`src/rtl/cursor_cmd_scheduler_if.sv`:
```
// ---------------------------------------------------------------------------
// cursor_cmd_scheduler_if
//   Bundles the keyboard FIFO read side, the host set-position handshake and
//   the cursor status outputs of cursor_cmd_scheduler.
//
//   FIFO side : fifo_empty, fifo_dout (data valid the cycle after a pop),
//               fifo_r_en (one-cycle pop strobe)
//   Host side : set_req (level), set_x, set_y, set_ack (one-cycle pulse)
//   Status    : x, y, move_valid, move_dir, ignored_cnt, busy
//
//   master : the environment (FIFO + host + position consumer)
//   slave  : the scheduler
// ---------------------------------------------------------------------------
interface cursor_cmd_scheduler_if;
  logic       fifo_empty;
  logic [7:0] fifo_dout;
  logic       fifo_r_en;
  logic       set_req;
  logic [7:0] set_x;
  logic [7:0] set_y;
  logic       set_ack;
  logic [7:0] x;
  logic [7:0] y;
  logic       move_valid;
  logic [1:0] move_dir;
  logic [7:0] ignored_cnt;
  logic       busy;

  modport master (
    output fifo_empty, fifo_dout, set_req, set_x, set_y,
    input  fifo_r_en, set_ack, x, y, move_valid, move_dir, ignored_cnt, busy
  );

  modport slave (
    input  fifo_empty, fifo_dout, set_req, set_x, set_y,
    output fifo_r_en, set_ack, x, y, move_valid, move_dir, ignored_cnt, busy
  );
endinterface

```
`src/rtl/cursor_cmd_scheduler.sv`:
```
// ---------------------------------------------------------------------------
// cursor_cmd_scheduler
//   Pops ASCII bytes from the keyboard FIFO, decodes WASD moves and applies
//   wrapped cursor updates, with an optional cooldown after every applied
//   byte. A host set-position request has priority over keyboard traffic.
//
//   Parameters : X_MAX, Y_MAX (inclusive bounds, <= 255), COOLDOWN (idle
//                cycles after each applied byte, 0 disables)
//   Ports      : i_clk  system clock
//                i_rst  asynchronous active-high reset
//                bus    cursor_cmd_scheduler_if.slave (FIFO, host, status)
//
//   state      | meaning
//   -----------+-------------------------------------------------------------
//   S_IDLE     | waiting; host set has priority over a non-empty FIFO
//   S_READ     | fifo_r_en high for this single cycle
//   S_CAPTURE  | fifo_dout latched into r_cmd
//   S_APPLY    | r_cmd decoded, position / ignored count updated
//   S_COOLDOWN | r_cd counts 0..COOLDOWN-1; host set may still be serviced
//   S_SET_WAIT | set acknowledged, waiting for set_req to drop
// ---------------------------------------------------------------------------
module cursor_cmd_scheduler #(
  parameter int X_MAX    = 4,
  parameter int Y_MAX    = 4,
  parameter int COOLDOWN = 0
) (
  input  logic                    i_clk,
  input  logic                    i_rst,
  cursor_cmd_scheduler_if.slave   bus
);

  localparam logic [7:0] XM = 8'(X_MAX);
  localparam logic [7:0] YM = 8'(Y_MAX);
  localparam int         CW = (COOLDOWN > 1) ? $clog2(COOLDOWN) : 1;
  localparam logic [CW-1:0] CD_LAST = CW'(COOLDOWN - 1);

  typedef enum logic [2:0] {
    S_IDLE,
    S_READ,
    S_CAPTURE,
    S_APPLY,
    S_COOLDOWN,
    S_SET_WAIT
  } state_t;

  state_t        r_state;
  state_t        w_next;
  logic [7:0]    r_cmd;
  logic [7:0]    r_x;
  logic [7:0]    r_y;
  logic [1:0]    r_dir;
  logic [7:0]    r_ign;
  logic          r_mv;
  logic          r_ack;
  logic [CW-1:0] r_cd;

  logic          w_take_set;
  logic [7:0]    w_cmd_lc;
  logic [7:0]    w_clamp_x;
  logic [7:0]    w_clamp_y;

  // Folding bit 5 maps 'W'/'A'/'S'/'D' onto their lower-case codes; no other
  // byte lands on one of the four lower-case codes.
  assign w_cmd_lc   = r_cmd | 8'h20;
  assign w_take_set = bus.set_req && (r_state == S_IDLE || r_state == S_COOLDOWN);
  assign w_clamp_x  = (bus.set_x > XM) ? XM : bus.set_x;
  assign w_clamp_y  = (bus.set_y > YM) ? YM : bus.set_y;

  always_comb begin
    w_next = r_state;
    case (r_state)
      S_IDLE: begin
        if (bus.set_req)          w_next = S_SET_WAIT;
        else if (!bus.fifo_empty) w_next = S_READ;
      end
      S_READ:    w_next = S_CAPTURE;
      S_CAPTURE: w_next = S_APPLY;
      S_APPLY:   w_next = (COOLDOWN > 0) ? S_COOLDOWN : S_IDLE;
      S_COOLDOWN: begin
        if (bus.set_req)          w_next = S_SET_WAIT;
        else if (r_cd == CD_LAST) w_next = S_IDLE;
      end
      S_SET_WAIT: begin
        if (!bus.set_req)         w_next = S_IDLE;
      end
      default:   w_next = S_IDLE;
    endcase
  end

  always_ff @(posedge i_clk or posedge i_rst) begin
    if (i_rst) begin
      r_state <= S_IDLE;
      r_cmd   <= 8'd0;
      r_x     <= 8'd1;
      r_y     <= 8'd1;
      r_dir   <= 2'd0;
      r_ign   <= 8'd0;
      r_mv    <= 1'b0;
      r_ack   <= 1'b0;
      r_cd    <= '0;
    end else begin
      r_state <= w_next;
      r_mv    <= 1'b0;
      r_ack   <= 1'b0;

      if (w_take_set) begin
        r_x   <= w_clamp_x;
        r_y   <= w_clamp_y;
        r_ack <= 1'b1;
      end

      if (r_state == S_CAPTURE) r_cmd <= bus.fifo_dout;

      if (r_state == S_APPLY) begin
        case (w_cmd_lc)
          8'h77: begin
            r_y   <= (r_y == YM) ? 8'd0 : r_y + 8'd1;
            r_dir <= 2'd0;
            r_mv  <= 1'b1;
          end
          8'h61: begin
            r_x   <= (r_x == 8'd0) ? XM : r_x - 8'd1;
            r_dir <= 2'd1;
            r_mv  <= 1'b1;
          end
          8'h73: begin
            r_y   <= (r_y == 8'd0) ? YM : r_y - 8'd1;
            r_dir <= 2'd2;
            r_mv  <= 1'b1;
          end
          8'h64: begin
            r_x   <= (r_x == XM) ? 8'd0 : r_x + 8'd1;
            r_dir <= 2'd3;
            r_mv  <= 1'b1;
          end
          default: begin
            if (r_ign != 8'hFF) r_ign <= r_ign + 8'd1;
          end
        endcase
      end

      // Counter only advances while cooling down; any exit clears it so the
      // next cooldown starts from zero.
      if (r_state == S_COOLDOWN && !w_take_set) r_cd <= r_cd + CW'(1);
      else                                      r_cd <= '0;
    end
  end

  assign bus.fifo_r_en   = (r_state == S_READ);
  assign bus.busy        = (r_state != S_IDLE);
  assign bus.set_ack     = r_ack;
  assign bus.x           = r_x;
  assign bus.y           = r_y;
  assign bus.move_valid  = r_mv;
  assign bus.move_dir    = r_dir;
  assign bus.ignored_cnt = r_ign;

endmodule

```
`src/flat_wrapper.sv`:
```
// flat-port wrapper written by rule: the top's interface ports become plain ports
module cursor_cmd_scheduler_flat 
#(
  parameter int X_MAX    = 4,
  parameter int Y_MAX    = 4,
  parameter int COOLDOWN = 0
)
  (i_clk, i_rst, bus_fifo_empty, bus_fifo_dout, bus_set_req, bus_set_x, bus_set_y, bus_fifo_r_en, bus_set_ack, bus_x, bus_y, bus_move_valid, bus_move_dir, bus_ignored_cnt, bus_busy);
  cursor_cmd_scheduler_if bus_i ();
  input  logic i_clk;
  input  logic i_rst;
  input wire logic [$bits(bus_i.fifo_empty)-1:0] bus_fifo_empty;
  input wire logic [$bits(bus_i.fifo_dout)-1:0] bus_fifo_dout;
  input wire logic [$bits(bus_i.set_req)-1:0] bus_set_req;
  input wire logic [$bits(bus_i.set_x)-1:0] bus_set_x;
  input wire logic [$bits(bus_i.set_y)-1:0] bus_set_y;
  output wire logic [$bits(bus_i.fifo_r_en)-1:0] bus_fifo_r_en;
  output wire logic [$bits(bus_i.set_ack)-1:0] bus_set_ack;
  output wire logic [$bits(bus_i.x)-1:0] bus_x;
  output wire logic [$bits(bus_i.y)-1:0] bus_y;
  output wire logic [$bits(bus_i.move_valid)-1:0] bus_move_valid;
  output wire logic [$bits(bus_i.move_dir)-1:0] bus_move_dir;
  output wire logic [$bits(bus_i.ignored_cnt)-1:0] bus_ignored_cnt;
  output wire logic [$bits(bus_i.busy)-1:0] bus_busy;
  assign bus_i.fifo_empty = bus_fifo_empty;
  assign bus_i.fifo_dout = bus_fifo_dout;
  assign bus_i.set_req = bus_set_req;
  assign bus_i.set_x = bus_set_x;
  assign bus_i.set_y = bus_set_y;
  assign bus_fifo_r_en = bus_i.fifo_r_en;
  assign bus_set_ack = bus_i.set_ack;
  assign bus_x = bus_i.x;
  assign bus_y = bus_i.y;
  assign bus_move_valid = bus_i.move_valid;
  assign bus_move_dir = bus_i.move_dir;
  assign bus_ignored_cnt = bus_i.ignored_cnt;
  assign bus_busy = bus_i.busy;
  cursor_cmd_scheduler #(.X_MAX(X_MAX), .Y_MAX(Y_MAX), .COOLDOWN(COOLDOWN)) u_core (.i_clk(i_clk), .i_rst(i_rst), .bus(bus_i));
endmodule
```
`config.mk`:
```
export PLATFORM = sky130hd
export DESIGN_NAME = cursor_cmd_scheduler_flat
export DESIGN_NICKNAME = d
export VERILOG_FILES = /design/src/rtl/cursor_cmd_scheduler_if.sv /design/src/rtl/cursor_cmd_scheduler.sv /design/src/flat_wrapper.sv
export SDC_FILE = /design/constraint.sdc
export NUM_CORES = 1
export LEC_CHECK = 0
export ABC_AREA = 1
export BUFFER_PORTS_ARGS = -buffer_cell sky130_fd_sc_hd__buf_2
export CORE_MARGIN = 5
export CORE_UTILIZATION = 55
export DETAILED_ROUTE_END_ITERATION = 7
export PLACE_DENSITY = 0.77
export SLEW_MARGIN = 20
export SYNTH_ARGS = -nofsm -noshare
export SYNTH_HDL_FRONTEND = slang
export SYNTH_SLANG_ARGS = --single-unit
```
`constraint.sdc`:
```
create_clock -name i_clk -period 2.05 [get_ports i_clk]
set_clock_uncertainty 0.05 [all_clocks]
set_input_delay 0 -clock i_clk [delete_from_list [all_inputs] [get_ports i_clk]]
set_output_delay 0 -clock i_clk [all_outputs]
set_load 0.01 [all_outputs]
```
[Word-level counts from Yosys, hierarchy flattened]
Cells that the tools add are included.
Cells by class
  $add $sub $neg: 6
  magnitude comparators: 2
  equal/unequal tests: 15
  multiplexer cells: 23
  bitwise logic cells: 1
  reduce and logical (&&, ||, !) cells: 13
Operators by type and width (number)
  $mux 8: 10
  $pmux 8 s2: 2
  $eq 7x6->1 const B: 4
  $add 8x1->8 const B: 3
  $eq 8x3->1 const B: 2
  $gt 8x3->1 const B: 2
  $logic_not 8->1: 2
  $sub 8x1->8 const B: 2
  $mux 3: 5
  $pmux 3 s5: 1
  $ne 8x8->1 const B: 1
  $pmux 2 s4: 1
  $eq 3x2->1 const B: 2
  $eq 3x3->1 const B: 2
  $reduce_and 3->1: 2
  $mux 1: 4
  $reduce_bool 4->1: 1
  $reduce_or 4->1: 1
  $eq 3x1->1 const B: 1
  $logic_not 3->1: 1
  $ne 3x2->1 const B: 1
  $ne 3x3->1 const B: 1
  $reduce_bool 3->1: 1
  $logic_and 1x1->1: 2
  6 further kinds: 6
Storage, ports and cells
  bits in registers: 40
  output and inout bits: 30
  logic and storage cells: 69

[Logic depth before layout (Yosys ltp)]
  word-level depth: 6
  depth in mapped cells: 10
  mapped depth without buffers: 10

[Least setup slack after synthesis]
OpenSTA, ideal clock, no wires.
  path type: register -> register
  from: register u_core.r_y[0] (netlist: u_core.bus.y[0])
  to: register u_core.r_y[3] (netlist: u_core.bus.y[3])
  setup time: 0.066 ns
  arrival time: 1.493 ns
  data required time: 1.934 ns
  setup slack: 0.442 ns
  cell stages (with the launch flop): 10
  path through: dfstp_2 inv_1 ha_1 nand2_1 nor2_1 nor2_1 o21ai_0 nand2_1 nand2_1 nand2_1
Between the ends
  word-level cells in the longest chain between the ends: 4
  elaborated cells on any way between the ends: 8
Ends and longest elaborated chain
  start: declaration: RTL line cursor_cmd_scheduler.sv:50  | logic [7:0] r_y;
  start signal: assignment: RTL line cursor_cmd_scheduler.sv:108  | r_y <= w_clamp_y;
  start signal: assignment: RTL line cursor_cmd_scheduler.sv:117  | r_y <= (r_y == YM) ? 8'd0 : r_y + 8'd1;
  start signal: assignment: RTL line cursor_cmd_scheduler.sv:127  | r_y <= (r_y == 8'd0) ? YM : r_y - 8'd1;
  $sub 8x1->8 (tied with other cells): RTL line cursor_cmd_scheduler.sv:127
  $mux 8 (on tied branches): RTL line cursor_cmd_scheduler.sv:127, cursor_cmd_scheduler.sv:117
  $pmux 8 s2 (*): RTL line cursor_cmd_scheduler.sv:115  | case (w_cmd_lc)
  $mux 8 (*): RTL line cursor_cmd_scheduler.sv:114  | if (r_state == S_APPLY) begin
Mark *: on every way between the ends. The rest lies on a longest branch, timed or not.
A chain may end at the register's enable or synchronous reset.

[Worst setup path after layout]
  from: register u_core.r_y[0] (netlist: u_core.bus.y[0])
  to: register u_core.r_y[7] (netlist: u_core.bus.y[7])
Same word-level chain as after synthesis.

==> impl_metrics.py <==
metrics = {
    "place": {
        "gp_congestion": 0.8705,
        "preCtsSetupSlack_ps": 260.9,
        "place_inst": 535,
        "dpl.hpwl_um": 4856,
        "io_buffers": 56,
        "placed_cell_area_sq_mm": 0.003100,
    },
    "clocking": {
        "cts_resized": 0,
        "clock_latency_ps": 300,
        "cts_tree": "done",
        "cts_buffers": 5,
        "cts.sinks": 39,
        "clock-root-buffer": "clkbuf_8",
        "cts.reportedPaths.clkPinSlew_ps": 70,
        "htreeDepth": 2,
        "cts_buffer_depth": 2,
    },
    "synthesis": {
        "synthArstFlopShare_pct": 100.0,
        "synth_edf_count": 0,
        "synth_warnings": 0,
        "seq_area_frac_synth_pct": 35.50,
        "synthDistinctLibCells": 29,
        "netlist_area_sq_mm": 0.002756,
        "yosys_most_used_dff": "dfrtp_1",
        "ys_ff_latch": 39,
        "syn_inst": 419,
        "syn_avg_cell_area_sq_um": 6.579,
        "synth_nets": 454,
    },
    "sta": {
        "rsz0062_at_grt": "false",
        "slew_headroom_pct": 66.41,
        "worst_slack_ps": 218.4,
        "final-setup-viol-count": 0,
        "holdWs_ps": 5.211,
        "tightest_slew_ps": 503.8,
        "fmax_ghz": 0.5460,
        "fin_setup_tns_ps": 0,
        "slew_violations": 0,
        "final.period_utilization_pct": 89.35,
        "hold_viol": 0,
        "finalCriticalPeriod_ps": 1832,
    },
    "setup_path": {
        "path_max_fanout": 7,
        "path_common_cell": "nand2_1",
        "cp_slowest_cell": "dfstp_2",
        "critPathCaptureType": "register",
        "crit_family": "simple AND/OR/NAND/NOR gates",
        "crit_type": "register to register",
        "timing.critical_path.buf_inv": 1,
        "worstPathRequired_ps": 2230,
        "path_cells": "inv_1 > ha_1 > nand2_1 > nor2_1 > nor2_1 > nand3_1 > nand2_1 > nand2_1 > nand2_1",
        "worst_r2r_path_depth": 9,
        "max_stage_delay_ps": 560,
        "startpoint_type": "register",
        "worst_ep_arrival_time_ps": 2020,
        "crit_cells": 9,
    },
    "floorplan": {
        "die_w_um": 80.79,
        "start_util_pct": 57.59,
        "rows": 25,
        "core_sq_mm": 0.004786,
        "die_h_um": 80.79,
        "top_level_ports": 58,
        "die_area_sq_mm": 0.006527,
    },
    "layout": {
        "fin_util_pct": 69.20,
        "drive_above_1_share_pct": 15.95,
        "post-route-cell-area_sq_mm": 0.003312,
        "finalNetCount": 523,
        "n_fill_cell": 459,
        "n_antenna_cell": 0,
        "area_growth_pct": 20.15,
        "instances_no_fill": 556,
    },
    "drt": {
        "avgRoutedWirePerCell_um": 12.50,
        "drc": 0,
        "viasPerCell": 5.151,
        "ant_nets": 0,
        "initialDrtViolationCount": 189,
        "wl_um": 6949,
        "num_vias": 2864,
        "drt_pass1_iterations": 5,
    },
    "grt": {
        "grt_pass1_vias": 2696,
        "grtUsageMet1_pct": 32.09,
        "top_usage_layer": "met2",
        "grt_pass1_wl_um": 12090,
        "gr-usage-met2_pct": 38.33,
        "antenna_found_initial": 0,
        "grt-ovfl-total": 0,
        "grt_max_degree": 40,
        "track_usage_pct": 23.29,
        "grt_util_met3_pct": 3.548,
    },
    "power": {
        "ir_drop_mv": 0.7705,
        "p_total_mw": 2.750,
        "leakage_nw": 1.850,
        "power.density_mw_per_mm2": 830.2,
    },
    "run_status": {
        "status": "finished clean",
    },
    "flow_run": {
        "cap_viol_max_count": 0,
    },
    "hold_path": {
        "hold_depth": 5,
        "hold_class": "input port to register",
    },
}
## sequential cells by signal (all words and copies together) (netlist names)
register	cells
u_core.bus.ignored_cnt	8
u_core.bus.move_dir	2
u_core.r_cmd	7
u_core.bus.y	8
u_core.bus.move_valid	1
u_core.r_state	3
u_core.bus.x	8
u_core.r_cd	1
u_core.bus.set_ack	1
## report_power, final
part	switching (mW)	internal (mW)	leakage [nW]	total, mW
clock network	0.281	0.239	0.0422	0.520
registers	0.177	0.944	0.497	1.12
logic	0.699	0.411	1.31	1.11
## cell usage after synthesis, types with 2 or more instances
cell | count | area (sq um)
o211ai_1 | 2 | 15.01
xor2_1 | 9 | 78.83
o21bai_1 | 3 | 22.52
or2_2 | 2 | 12.51
nor2_1 | 60 | 225.2
buf_2 | 7 | 35.03
o21ai_0 | 22 | 110.1
dfstp_2 | 2 | 52.55
xnor2_1 | 3 | 26.28
dfrtp_1 | 37 | 925.9
inv_1 | 42 | 157.7
clkbuf_1 | 4 | 15.01
nand3b_1 | 5 | 37.54
ha_1 | 7 | 87.58
a21boi_0 | 2 | 15.01
a21oi_1 | 6 | 30.03
nand4_1 | 7 | 43.79
inv_2 | 2 | 7.510
nand2_1 | 133 | 499.2
nand3_1 | 55 | 275.3
## metal layers
layer / routed length, um / share of wire [%] / up-vias
met5: 0 / 0 / -
met4: 74 / 1.1 / 0
met3: 522 / 7.5 / 6
met2: 3166 / 46 / 98
met1: 3185 / 46 / 1287
li1: - / - / 1473
## final cells by class
type	count	area, sq um	area share (%)
Clock buffer	7	76.32	2.304
Clock inverter	1	5.005	0.1511
Inverter	44	165.2	4.987
Multi-Input combinational cell	325	1563	47.19
Sequential cell	39	978.4	29.54
Tap cell	67	83.83	2.531
Timing Repair Buffer	73	440.4	13.30
## cells in the final DEF (no fill, tap or decap)
cell type / instances
clkbuf_8: 5
a21oi_1: 6
o2111ai_1: 1
clkbuf_1: 2
nand2_1: 133
o21bai_1: 3
a21boi_0: 2
inv_2: 2
nand4_1: 7
nor2_1: 60
nor2_2: 1
nor2_4: 1
xnor2_1: 3
o21ai_0: 22
clkinv_2: 1
o21ai_2: 1
nand3_1: 55
inv_1: 42
o211ai_1: 2
mux2_2: 1
nand3b_1: 5
nor3_4: 1
ha_1: 7
dfstp_2: 2
buf_2: 56
dlygate4sd3_1: 13
xor2_1: 9
nor3_1: 1
o21ai_1: 1
buf_4: 4
or2_2: 2
nand2_4: 1
dfrtp_1: 37
## worst paths after layout
kind | from | endpoint | slack (ps)
max in group asynchronous | i_rst | u_core.bus.y[0]$_DFF_PP1_ | 1260
min in group asynchronous | i_rst | u_core.bus.ignored_cnt[7]$_DFFE_PP0P_ | 320
setup reg to reg | u_core.bus.y[0]$_DFF_PP1_ | u_core.bus.y[7]$_DFF_PP0_ | 220
hold reg to reg | u_core.bus.move_dir[0]$_DFFE_PP0P_ | u_core.bus.move_dir[0]$_DFFE_PP0P_ | 420
setup / recovery | u_core.bus.y[0]$_DFF_PP1_ | u_core.bus.y[7]$_DFF_PP0_ | 220
hold / removal | bus_set_y[0] | u_core.bus.y[0]$_DFF_PP1_ | 5
## cells by family after synthesis
| family | Yosys count | synth area share [%] |
|---|---|---|
| AO/OA/AOI/OAI | 38 | 7.807 |
| XOR/XNOR | 12 | 3.813 |
| flip-flops | 39 | 35.50 |
| buffers and inverters | 55 | 7.807 |
| AND/OR/NAND/NOR | 267 | 41.49 |
| multiplexers | 1 | 0.4085 |
| adder cells (fa/ha/maj) | 7 | 3.177 |
## tightest hold or removal path: cells and delay by family
kind | cells | cell delay (ps)
buffers and inverters | 1 | 100
AOI/OAI and AO/OA | 1 | 80
and+or+nand+nor | 3 | 170
## timing repair
item | in CTS | in global routing
hold buffers | 13 | 0
setup buffers | 0 | 0
hold endpoints to repair | 50 | 0
(Power assumes the default switching activity.)
